`config.mk`:
```
export PLATFORM = sky130hd
export DESIGN_NAME = jt08_wr_seq_flat
export DESIGN_NICKNAME = d
export VERILOG_FILES = /design/src/rtl/jt08_wr_seq_if.sv /design/src/rtl/jt08_wr_seq.sv /design/src/flat_wrapper.sv
export SDC_FILE = /design/constraint.sdc
export NUM_CORES = 1
export LEC_CHECK = 0
export ABC_AREA = 1
export CAP_MARGIN = 10
export CORE_ASPECT_RATIO = 1.75
export CORE_MARGIN = 5
export CORE_UTILIZATION = 40
export DETAILED_ROUTE_END_ITERATION = 10
export DONT_BUFFER_PORTS = 1
export SLEW_MARGIN = 20
export SYNTH_ARGS = -nofsm -noshare
export SYNTH_HDL_FRONTEND = slang
export SYNTH_SLANG_ARGS = --single-unit
```
`constraint.sdc`:
```
create_clock -name clk -period 3 [get_ports clk]
set_input_delay 0.3 -clock clk [delete_from_list [all_inputs] [get_ports clk]]
set_output_delay 0.3 -clock clk [all_outputs]
set_load 0.05 [all_outputs]
```
`src/rtl/jt08_wr_seq_if.sv`:
```
// Bus bundle for jt08_wr_seq.
//   Command side : cmd_valid/cmd_ready handshake carrying {cmd_bank, cmd_reg, cmd_val}
//   Status       : idle, tmo_err
//   Chip side    : ym_din, ym_addr, ym_cs_n, ym_wr_n, ym_rd_n (to chip), ym_dout (from chip)
// modport master : the sequencer (bus initiator towards the YM2608 core)
// modport slave  : the environment (command source plus sound core)
interface jt08_wr_seq_if;
   logic       cmd_valid;
   logic       cmd_ready;
   logic       cmd_bank;
   logic [7:0] cmd_reg;
   logic [7:0] cmd_val;
   logic       idle;
   logic       tmo_err;
   logic [7:0] ym_din;
   logic [1:0] ym_addr;
   logic       ym_cs_n;
   logic       ym_wr_n;
   logic       ym_rd_n;
   logic [7:0] ym_dout;

   modport master (
      input  cmd_valid, cmd_bank, cmd_reg, cmd_val, ym_dout,
      output cmd_ready, idle, tmo_err, ym_din, ym_addr, ym_cs_n, ym_wr_n, ym_rd_n
   );

   modport slave (
      output cmd_valid, cmd_bank, cmd_reg, cmd_val, ym_dout,
      input  cmd_ready, idle, tmo_err, ym_din, ym_addr, ym_cs_n, ym_wr_n, ym_rd_n
   );
endinterface

```
`src/rtl/jt08_wr_seq.sv`:
```
// Host-side register-write sequencer for the YM2608 core.
// Commands {bank, reg, val} are queued in a 2^FIFO_AW deep FIFO and replayed on the
// chip CPU bus as an address write followed by a data write, then a wait.
// Ports:
//   clk  - system clock
//   rst  - synchronous active-high reset
//   cen  - bus clock enable, every bus phase advances only on cen
//   bus  - jt08_wr_seq_if.master: command handshake, idle/tmo_err status, chip bus
// Build option: define JT08_WR_SEQ_BUSY_POLL_EN to replace the fixed WAIT_CYC wait
// with status-read busy polling (bounded by TIMEOUT reads, sticky tmo_err).
module jt08_wr_seq #(
   parameter int FIFO_AW  = 3,
   parameter int WAIT_CYC = 24,
   parameter int TIMEOUT  = 255
) (
   input logic           clk,
   input logic           rst,
   input logic           cen,
   jt08_wr_seq_if.master bus
);
   localparam int DEPTH = 1 << FIFO_AW;
   localparam int CW    = FIFO_AW + 1;

   typedef enum logic [3:0] {
      S_IDLE, S_A_SET, S_A_STB, S_A_HLD, S_D_SET, S_D_STB, S_D_HLD, S_WAIT, S_R_SET, S_R_SMP
   } state_t;

   state_t             r_state, w_state_nx;
   logic [16:0]        r_mem [DEPTH];
   logic [FIFO_AW-1:0] r_wp, r_rp;
   logic [CW-1:0]      r_cnt, w_cnt_nx;
   logic               w_push, w_pop, w_full, w_empty;
   logic [16:0]        r_cmd;
   logic               r_cs_n, r_wr_n, w_cs_n, w_wr_n;
   logic [1:0]         r_addr, w_addr;
   logic [7:0]         r_din, w_din;
   logic               r_idle;
`ifdef JT08_WR_SEQ_BUSY_POLL_EN
   logic               r_rd_n, w_rd_n;
   logic [7:0]         r_pcnt, w_pcnt_nx;
   logic               r_tmo, w_tmo_set;
`else
   localparam int WW = $clog2(WAIT_CYC + 1);
   logic [WW-1:0]      r_wcnt, w_wcnt_nx;
`endif

   assign w_full   = (r_cnt == CW'(DEPTH));
   assign w_empty  = (r_cnt == '0);
   assign w_push   = bus.cmd_valid && !w_full;
   assign w_cnt_nx = r_cnt + CW'(w_push) - CW'(w_pop);

   assign bus.cmd_ready = !w_full;
   assign bus.idle      = r_idle;
   assign bus.ym_cs_n   = r_cs_n;
   assign bus.ym_wr_n   = r_wr_n;
   assign bus.ym_addr   = r_addr;
   assign bus.ym_din    = r_din;
`ifdef JT08_WR_SEQ_BUSY_POLL_EN
   assign bus.ym_rd_n   = r_rd_n;
   assign bus.tmo_err   = r_tmo;
`else
   assign bus.ym_rd_n   = 1'b1;
   assign bus.tmo_err   = 1'b0;
`endif

   // Bus strobes are registered from the current state, so every phase is driven
   // one cen cycle after the state is entered; addr/din/strobe move together.
   always_comb begin
      w_state_nx = r_state;
      w_pop      = 1'b0;
      w_cs_n     = 1'b1;
      w_wr_n     = 1'b1;
      w_addr     = r_addr;
      w_din      = r_din;
`ifdef JT08_WR_SEQ_BUSY_POLL_EN
      w_rd_n     = 1'b1;
      w_pcnt_nx  = r_pcnt;
      w_tmo_set  = 1'b0;
`else
      w_wcnt_nx  = r_wcnt;
`endif
      unique case (r_state)
         S_IDLE: if (cen && !w_empty) begin
            w_pop      = 1'b1;
            w_state_nx = S_A_SET;
         end
         S_A_SET, S_A_STB, S_A_HLD: begin
            w_cs_n = 1'b0;
            w_wr_n = (r_state != S_A_STB);
            w_addr = {r_cmd[16], 1'b0};
            w_din  = r_cmd[15:8];
            if (cen) begin
               if (r_state == S_A_SET)      w_state_nx = S_A_STB;
               else if (r_state == S_A_STB) w_state_nx = S_A_HLD;
               else                         w_state_nx = S_D_SET;
            end
         end
         S_D_SET, S_D_STB, S_D_HLD: begin
            w_cs_n = 1'b0;
            w_wr_n = (r_state != S_D_STB);
            w_addr = {r_cmd[16], 1'b1};
            w_din  = r_cmd[7:0];
            if (cen) begin
               if (r_state == S_D_SET)      w_state_nx = S_D_STB;
               else if (r_state == S_D_STB) w_state_nx = S_D_HLD;
               else begin
                  w_state_nx = S_WAIT;
`ifdef JT08_WR_SEQ_BUSY_POLL_EN
                  w_pcnt_nx  = '0;
`else
                  w_wcnt_nx  = '0;
`endif
               end
            end
         end
`ifdef JT08_WR_SEQ_BUSY_POLL_EN
         // WAIT keeps cs_n high for one cen cycle between accesses.
         S_WAIT: if (cen) w_state_nx = S_R_SET;
         S_R_SET, S_R_SMP: begin
            w_cs_n = 1'b0;
            w_rd_n = 1'b0;
            w_addr = {r_cmd[16], 1'b0};
            if (cen) begin
               if (r_state == S_R_SET) w_state_nx = S_R_SMP;
               else if (!bus.ym_dout[7]) w_state_nx = S_IDLE;
               else begin
                  w_pcnt_nx = r_pcnt + 8'd1;
                  if (r_pcnt == 8'(TIMEOUT - 1)) begin
                     w_tmo_set  = 1'b1;
                     w_state_nx = S_IDLE;
                  end else begin
                     w_state_nx = S_WAIT;
                  end
               end
            end
         end
`else
         S_WAIT: if (cen) begin
            if (r_wcnt == WW'(WAIT_CYC - 1)) w_state_nx = S_IDLE;
            else                             w_wcnt_nx  = r_wcnt + WW'(1);
         end
`endif
         default: w_state_nx = S_IDLE;
      endcase
   end

   always_ff @(posedge clk) begin
      if (rst) begin
         r_state <= S_IDLE;
         r_cs_n  <= 1'b1;
         r_wr_n  <= 1'b1;
         r_addr  <= '0;
         r_din   <= '0;
         r_cmd   <= '0;
`ifdef JT08_WR_SEQ_BUSY_POLL_EN
         r_rd_n  <= 1'b1;
         r_pcnt  <= '0;
         r_tmo   <= 1'b0;
`else
         r_wcnt  <= '0;
`endif
      end else if (cen) begin
         r_state <= w_state_nx;
         r_cs_n  <= w_cs_n;
         r_wr_n  <= w_wr_n;
         r_addr  <= w_addr;
         r_din   <= w_din;
         if (w_pop) r_cmd <= r_mem[r_rp];
`ifdef JT08_WR_SEQ_BUSY_POLL_EN
         r_rd_n  <= w_rd_n;
         r_pcnt  <= w_pcnt_nx;
         if (w_tmo_set) r_tmo <= 1'b1;
`else
         r_wcnt  <= w_wcnt_nx;
`endif
      end
   end

   always_ff @(posedge clk) begin
      if (w_push) r_mem[r_wp] <= {bus.cmd_bank, bus.cmd_reg, bus.cmd_val};
   end

   // idle looks ahead at next state and next count so it rises on the edge that enters IDLE.
   always_ff @(posedge clk) begin
      if (rst) begin
         r_wp   <= '0;
         r_rp   <= '0;
         r_cnt  <= '0;
         r_idle <= 1'b1;
      end else begin
         if (w_push) r_wp <= r_wp + 1'b1;
         if (w_pop)  r_rp <= r_rp + 1'b1;
         r_cnt  <= w_cnt_nx;
         r_idle <= (w_state_nx == S_IDLE) && (w_cnt_nx == '0);
      end
   end
endmodule
```
`src/flat_wrapper.sv`:
```
// flat-port wrapper written by rule: the top's interface ports become plain ports
module jt08_wr_seq_flat 
#(
   parameter int FIFO_AW  = 3,
   parameter int WAIT_CYC = 24,
   parameter int TIMEOUT  = 255
)
  (clk, rst, cen, bus_cmd_valid, bus_cmd_bank, bus_cmd_reg, bus_cmd_val, bus_ym_dout, bus_cmd_ready, bus_idle, bus_tmo_err, bus_ym_din, bus_ym_addr, bus_ym_cs_n, bus_ym_wr_n, bus_ym_rd_n);
  jt08_wr_seq_if bus_i ();
  input logic clk;
  input logic rst;
  input logic cen;
  input wire logic [$bits(bus_i.cmd_valid)-1:0] bus_cmd_valid;
  input wire logic [$bits(bus_i.cmd_bank)-1:0] bus_cmd_bank;
  input wire logic [$bits(bus_i.cmd_reg)-1:0] bus_cmd_reg;
  input wire logic [$bits(bus_i.cmd_val)-1:0] bus_cmd_val;
  input wire logic [$bits(bus_i.ym_dout)-1:0] bus_ym_dout;
  output wire logic [$bits(bus_i.cmd_ready)-1:0] bus_cmd_ready;
  output wire logic [$bits(bus_i.idle)-1:0] bus_idle;
  output wire logic [$bits(bus_i.tmo_err)-1:0] bus_tmo_err;
  output wire logic [$bits(bus_i.ym_din)-1:0] bus_ym_din;
  output wire logic [$bits(bus_i.ym_addr)-1:0] bus_ym_addr;
  output wire logic [$bits(bus_i.ym_cs_n)-1:0] bus_ym_cs_n;
  output wire logic [$bits(bus_i.ym_wr_n)-1:0] bus_ym_wr_n;
  output wire logic [$bits(bus_i.ym_rd_n)-1:0] bus_ym_rd_n;
  assign bus_i.cmd_valid = bus_cmd_valid;
  assign bus_i.cmd_bank = bus_cmd_bank;
  assign bus_i.cmd_reg = bus_cmd_reg;
  assign bus_i.cmd_val = bus_cmd_val;
  assign bus_i.ym_dout = bus_ym_dout;
  assign bus_cmd_ready = bus_i.cmd_ready;
  assign bus_idle = bus_i.idle;
  assign bus_tmo_err = bus_i.tmo_err;
  assign bus_ym_din = bus_i.ym_din;
  assign bus_ym_addr = bus_i.ym_addr;
  assign bus_ym_cs_n = bus_i.ym_cs_n;
  assign bus_ym_wr_n = bus_i.ym_wr_n;
  assign bus_ym_rd_n = bus_i.ym_rd_n;
  jt08_wr_seq #(.FIFO_AW(FIFO_AW), .WAIT_CYC(WAIT_CYC), .TIMEOUT(TIMEOUT)) u_core (.clk(clk), .rst(rst), .cen(cen), .bus(bus_i));
endmodule
```
==> qor.tcl, run 1 <==
set qor(grt.total_usage) 0.159
set qor(critical_path.cell_chain) {inv_1 -> ha_1 -> nand3_1 -> nand3_4 -> nor2_1 -> inv_1 -> nand2_1 -> ha_1 -> inv_1 -> fa_1 -> xor2_1 -> nand3_1 -> nor2_1 -> nand3_1 -> nand2_1}
set qor(final_max_slew_viol_count) 0
set qor(ys.warnings.count) 0
set qor(final_layout_size_suffix_gt1_frac) 0.0930
set qor(worst-endpoint-arrival_ns) 2.76
set qor(cp-end-kind) {flop}
set qor(io_pins) 45
set qor(die_area_um2) 21800
set qor(placed_cell_area_um2) 7770
set qor(cp-start-kind) {flop}
set qor(detail_route.iter0.violations) 368
set qor(tritoncts_buffers) 17
set qor(die_w_um) 114
set qor(hold_viol) 0
set qor(grt_antenna_before_repair) 1
set qor(final_min_period_ns) 2.39
set qor(delay_of_the_slowest_critical_path_stage_ns) 0.40
set qor(post_layout_instance_area_um2) 8570
set qor(via_count_of_the_first_global_routing_pass) 5075
set qor(cap_viol_max_count) 0
set qor(final.fill_count) 1667
set qor(worst_clock_skew_ns) 0.0117
set qor(yosys_register_bits) 185
set qor(nets) 756
set qor(crit_start) {u_core.r_cnt[2]}
set qor(area.growth.synth_to_final_pct) 13.8
set qor(power-per-cell-area_nw_per_um2) 788
set qor(rows) 66
set qor(total_power_mw) 6.76
set qor(aggregate_negative_setup_slack_ns) 0
set qor(insertion_delay_ns) 0.43
set qor(dr_total_vias) 5028
set qor(clkSinkCount) 185
set qor(antenna_nets_post_route) 0
set qor(rsz0062_at_grt) {no}
set qor(critical_path_buf_inv_count) 3
set qor(grt.overflow.total) 0
set qor(launch_point_of_the_worst_reg_to_reg_path) {u_core.r_cnt[2]}
set qor(cts_tree) {yes}
set qor(clock_path_buffers) 2
set qor(most-common-layout-cells) {153 x nor2_1, 136 x edfxtp_1, 86 x o21ai_0, 68 x nand2_1, 48 x dfxtp_1}
set qor(worstPathMaxFanout) 3
set qor(core-area_um2) 18600
set qor(postSynthNetCount) 738
set qor(route.detailed.vias_per_inst) 5.18
set qor(placedCellCount) 917
set qor(root_buffer) {clkbuf_16}
set qor(fmaxAchievable_ghz) 0.418
set qor(postRouteWirelength_um) 16600
set qor(synth.avg_cell_area_um2) 10.8
set qor(static-leakage-power_nw) 2.99
set qor(ir_worst_vdd_uv) 377
set qor(ys_types) 31
set qor(initial_utilization) 0.406
set qor(slew-limit-headroom) 0.347
set qor(syn-instance-count) 700
set qor(final.period_utilization) 0.797
set qor(dominant_delay_contributor_by_cell_family_on_the_critical_path) {simple AND/OR/NAND/NOR gates}
set qor(timing_worst_slew_pin_value_ns) 0.976
set qor(drt_pass1_iterations) 5
set qor(place.gp.congestion) 0.847
set qor(synth.cell_area_um2) 7530
set qor(routed_wire_length_per_instance_um) 17.1
set qor(worstHoldStart) {cen}
set qor(numPortBuffers) 0
set qor(required_ns) 3.37
set qor(report.final.setup_viol) 0
set qor(hold_class) {in2reg}
set qor(cts_htree_levels) 4
set qor(grt_max_degree) 72
set qor(crit_slowest_cell) {fa_1}
set qor(mostFrequentLayoutCell) {nor2_1}
set qor(outcome) {completed}
set qor(wire_length_of_the_first_global_routing_pass_um) 26500
set qor(final-instance-count-excl-fill) 970
set qor(dp_hpwl_um) 10400
set qor(yosysSeqAreaShare) 0.672
set qor(timing.setup.critical_path_class) {reg2reg}
set qor(cts.clk_slew.worst_paths_ns) 0.08
set qor(remaining_drc_errors) 0
set qor(floorplan.die.height_um) 192
-- logic make-up after synthesis --
family / Yosys count / synth area share
buffers and inverters: 74 / 0.0463
XOR/XNOR: 3 / 0.00349
other: 2 / 0.000997
flip-flops: 185 / 0.672
adder cells (fa/ha/maj): 9 / 0.0159
AND/OR/NAND/NOR: 282 / 0.156
AO/OA/AOI/OAI: 145 / 0.105
-- power breakdown --
part	switching, mW	internal (mW)
Clock	1.01	1.20
Sequential	0.191	2.97
Combinational	0.934	0.450
-- Yosys cell counts (all sizes together) --
cell type  count  area [µm²]
buf           24         159
conb           2        7.51
o211ai        17         128
xor2           3        26.3
a31oi          8        50.1
o22ai          1        6.26
fa             1        20.0
a21oi         31         166
nand2         74         303
clkbuf        13        48.8
nor2         155         587
ha             8         100
o21ai         87         435
clkinv         2        7.51
nand3         48         258
inv           35         134
a41oi          1        8.76
dfxtp         49         981
nor3           5        25.0
edfxtp       136        4080
-- worst reg2reg max path: stages, from the launching register on --
cell and delay, ns:
dfxtp_1 0.32, inv_1 0.07, ha_1 0.21, nand3_1 0.13
nand3_4 0.09, nor2_1 0.18, inv_1 0.09, nand2_1 0.08
ha_1 0.17, inv_1 0.06, fa_1 0.40, xor2_1 0.18
nand3_1 0.09, nor2_1 0.12, nand3_1 0.08, nand2_1 0.05
-- final cells by class --
cell class / instances / area [µm²] / share of cell area
flip-flops and latches: 185 / 5070 / 0.591
multi-input cells: 441 / 2120 / 0.247
clock buffers: 19 / 475 / 0.0555
repair buffers: 36 / 345 / 0.0403
well taps: 238 / 298 / 0.0347
inverters: 37 / 141 / 0.0165
clock inverters: 13 / 125 / 0.0146
diodes: 1 / 2.50 / 0.000292
-- sequential cells by signal, summed over array words and instances, names as in the netlist --
name	cells
u_core.bus.idle	1
u_core.bus.ym_addr	2
u_core.bus.ym_cs_n	1
u_core.bus.ym_din	8
u_core.bus.ym_wr_n	1
u_core.r_cmd	17
u_core.r_cnt	4
u_core.r_mem	136
u_core.r_rp	3
u_core.r_state	4
u_core.r_wcnt	5
u_core.r_wp	3
-- stage by stage --
stage,hold WS [ns],utilization,setup WS [ns]
finish,0.0147,0.461,0.608
global route,0.0190,0.461,0.408
CTS,0.00484,0.461,0.576
detailed placement,0.376,0.418,0.594
global placement,0.373,0.418,0.651
floorplan,0.399,-,0.510
-- final timing paths --
check | end | slack [ns] | cells after the start
min reg2reg | u_core.r_cmd[12] | 0.47 | 2
max | u_core.bus.idle | 0.61 | 15
min | u_core.bus.ym_wr_n | 0.01 | 1
max reg2reg | u_core.bus.idle | 0.61 | 15
-- metal layers --
| layer | part of all wire | vias up | routed length [µm] | global-route usage |
|---|---|---|---|---|
| met5 | 0 | - | 0 | 0 |
| met4 | 0.023 | 0 | 377 | 0.0652 |
| met3 | 0.045 | 26 | 754 | 0.0383 |
| met2 | 0.54 | 121 | 9000 | 0.287 |
| met1 | 0.39 | 2421 | 6500 | 0.177 |
| li1 | - | 2460 | - | - |
-- repair_timing --
action	in CTS	in global routing
endpoints found under the setup margin	0	0
buffers inserted	0	0
hold buffers	20	0
endpoints found under the hold margin	162	0
gates resized for setup	0	0
Power figures use the tool's default switching activity.
==> run 2, diff against run 1 <==
==> constraint.sdc (replaced) <==
create_clock -name clk -period 2.28 [get_ports clk]
set_input_delay 0.228 -clock clk [delete_from_list [all_inputs] [get_ports clk]]
set_output_delay 0.228 -clock clk [all_outputs]
set_load 0.05 [all_outputs]
==> run 2 against run 1 <==
  * Clock power increased by 33%
  * Critical endpoint unchanged
  * Cell count increased by 0.31%
  * Total power increased by 35%
  * Sequential share of layout area decreased by 1.2 points
  * Wire length increased by 1.8%
==> qor.tcl, run 2 (synthesis gave the netlist of run 1 again) <==
set qor(outcome) {completed}
set qor(launch_point_of_the_worst_reg_to_reg_path) {u_core.r_cnt[2]}
set qor(finalCoreUtilization) 0.471
set qor(worstHoldStart) {cen}
set qor(area.growth.synth_to_final_pct) 16.2
set qor(numPortBuffers) 0
set qor(antenna_nets_post_route) 0
set qor(most-common-layout-cells) {148 x nor2_1, 136 x edfxtp_1, 86 x o21ai_0, 66 x nand2_1}
set qor(die_w_um) 114
set qor(remaining_drc_errors) 0
set qor(dp_hpwl_um) 10500
set qor(cap_viol_max_count) 0
set qor(final.fill_count) 1673
set qor(power-per-cell-area_nw_per_um2) 1040
set qor(route.detailed.vias_per_inst) 5.24
set qor(power.combinational.fraction) 0.224
set qor(floorplan.die.height_um) 192
set qor(reg2regPathDepth) 15
set qor(placed_cell_area_um2) 7920
set qor(tritoncts_buffers) 17
set qor(worstPathMaxFanout) 3
set qor(post_layout_instance_area_um2) 8760
set qor(slew-limit-headroom) 0.295
set qor(wire_length_of_the_first_global_routing_pass_um) 26500
set qor(io_pins) 45
set qor(insertion_delay_ns) 0.42
set qor(report.final.setup_viol) 0
set qor(p_sw_frac) 0.313
set qor(clkSinkCount) 185
set qor(timing_worst_slew_pin_value_ns) 1.05
set qor(antenna_cells) 0
set qor(cts.clk_slew.worst_paths_ns) 0.07
set qor(core-area_um2) 18600
set qor(final_max_slew_viol_count) 0
set qor(timing.setup.critical_path_class) {reg2reg}
set qor(cp-start-kind) {flop}
set qor(mostFrequentLayoutCell) {nor2_1}
set qor(reg2reg_to) {u_core.bus.idle}
set qor(nets) 760
set qor(rows) 66
set qor(final.period_utilization) 0.971
set qor(cts_tree) {yes}
set qor(grt.total_usage) 0.159
set qor(fmaxAchievable_ghz) 0.452
set qor(cts_htree_levels) 4
set qor(min_delay_worst_endpoint) {u_core.bus.ym_cs_n}
set qor(grt_antenna_before_repair) 0
set qor(dr_total_vias) 5101
set qor(clockPowerShare) 0.321
set qor(grt.overflow.total) 0
set qor(hold_viol) 0
set qor(final_min_period_ns) 2.21
set qor(clock_path_buffers) 2
set qor(worst-endpoint-arrival_ns) 2.57
set qor(ir_worst_vdd_uv) 602
set qor(postRouteWirelength_um) 16900
set qor(initial_utilization) 0.406
set qor(detail_route.iter0.violations) 408
set qor(power.internal_mw) 6.27
set qor(registers.top_by_ff_count) {u_core.r_mem}
set qor(share_seq_of_total_power) 0.454
set qor(routed_wire_length_per_instance_um) 17.4
set qor(hold_class) {in2reg}
set qor(static-leakage-power_nw) 3.03
set qor(worstHoldPathCells) 2
set qor(place.gp.congestion) 0.872
set qor(worst_clock_skew_ns) 0.0157
set qor(aggregate_negative_setup_slack_ns) 0
set qor(largest_register_ff_count) 136
set qor(required_ns) 2.64
set qor(via_count_of_the_first_global_routing_pass) 5128
set qor(final_layout_size_suffix_gt1_frac) 0.127
set qor(drt_pass1_iterations) 5
set qor(cp-end-kind) {flop}
set qor(power_switching_mw) 2.85
set qor(r2r_setup_slack_ns) 0.07
set qor(root_buffer) {clkbuf_16}
set qor(die_area_um2) 21800
set qor(grt_max_degree) 72
-- run 2: changes by cell type in the layout (fill, tap and decap cells not counted), moves of 3 or more --
cell and delta:
buf_4 -3, dfxtp_1 -4, nor2_1 -5, buf_12 +8, nor2_2 +3, inv_1 -4
inv_2 +4, clkinv_2 +3, dfxtp_2 +4, clkinv_4 -3
-- run 2: power by group through the flow --
stage / clock network (mW) / logic, mW / registers (mW)
CTS: 2.99 / 1.97 / 4.14
global route: 3.13 / 2.31 / 4.17
detailed placement: 0 / 1.88 / 4.21
global placement: 0 / 1.80 / 4.20
floorplan: 0 / 1.40 / 4.17
finish: 2.93 / 2.04 / 4.14
-- run 2: per-layer routing --
metal,vias up,GRT usage,share of wire
met5,-,0,0
met4,0,0.0597,0.022
met3,23,0.0285,0.042
met2,162,0.293,0.54
met1,2451,0.179,0.39
li1,2465,-,-
-- run 2: cell type report --
type	count	area, µm²	share of cell area
sequential	185	5070	0.579
multi-input combinational	441	2180	0.249
clock inverter	14	161	0.0184
tap	238	298	0.0340
inverter	37	141	0.0161
clock buffer	18	429	0.0490
timing repair buffer	40	473	0.0540
-- run 2: repair_timing --
item                                   in CTS  in global routing
pin swaps                                   0                  8
hold buffers                               19                  0
gates cloned                                0                  0
setup endpoints to repair                   1                  1
gates resized for setup                     3                 16
setup buffers                               0                  1
endpoints found under the hold margin     167                  0
-- run 2: worst max path at each step --
stage | from | endpoint
2_1_floorplan | u_core.r_cnt[2] | u_core.r_mem[0][0]
3_3_place_gp | u_core.r_cnt[2] | u_core.bus.idle
3_5_place_dp | u_core.r_cnt[2] | u_core.bus.idle
4_1_cts | u_core.r_cnt[2] | u_core.bus.idle
5_1_grt | u_core.r_cnt[3] | u_core.bus.idle
6_report | u_core.r_cnt[2] | u_core.bus.idle
-- run 2: stage by stage --
| stage | setup WS [ns] | std cells | power [mW] | hold WS (ns) |
|---|---|---|---|---|
| after floorplan | -0.00134 | 700 | 5.58 | 0.327 |
| after global placement | 0.0779 | 921 | 6.00 | 0.301 |
| after detailed placement | -0.0993 | 921 | 6.09 | 0.303 |
| after CTS | 0.00369 | 972 | 9.10 | 0.0379 |
| after global routing | -0.0397 | 973 | 9.62 | 0.0423 |
| final | 0.0665 | 973 | 9.12 | 0.0443 |
-- run 2: critical path, stage by stage, from the launching register on --
cell,delay [ns]
dfxtp_2,0.32
inv_2,0.04
ha_2,0.18
nand3_2,0.09
nand3_4,0.09
nor2_4,0.12
inv_2,0.05
nand2_2,0.09
ha_4,0.14
inv_2,0.05
fa_2,0.42
xor2_2,0.19
nand3_1,0.10
nor2_1,0.12
nand3_1,0.09
nand2_1,0.06
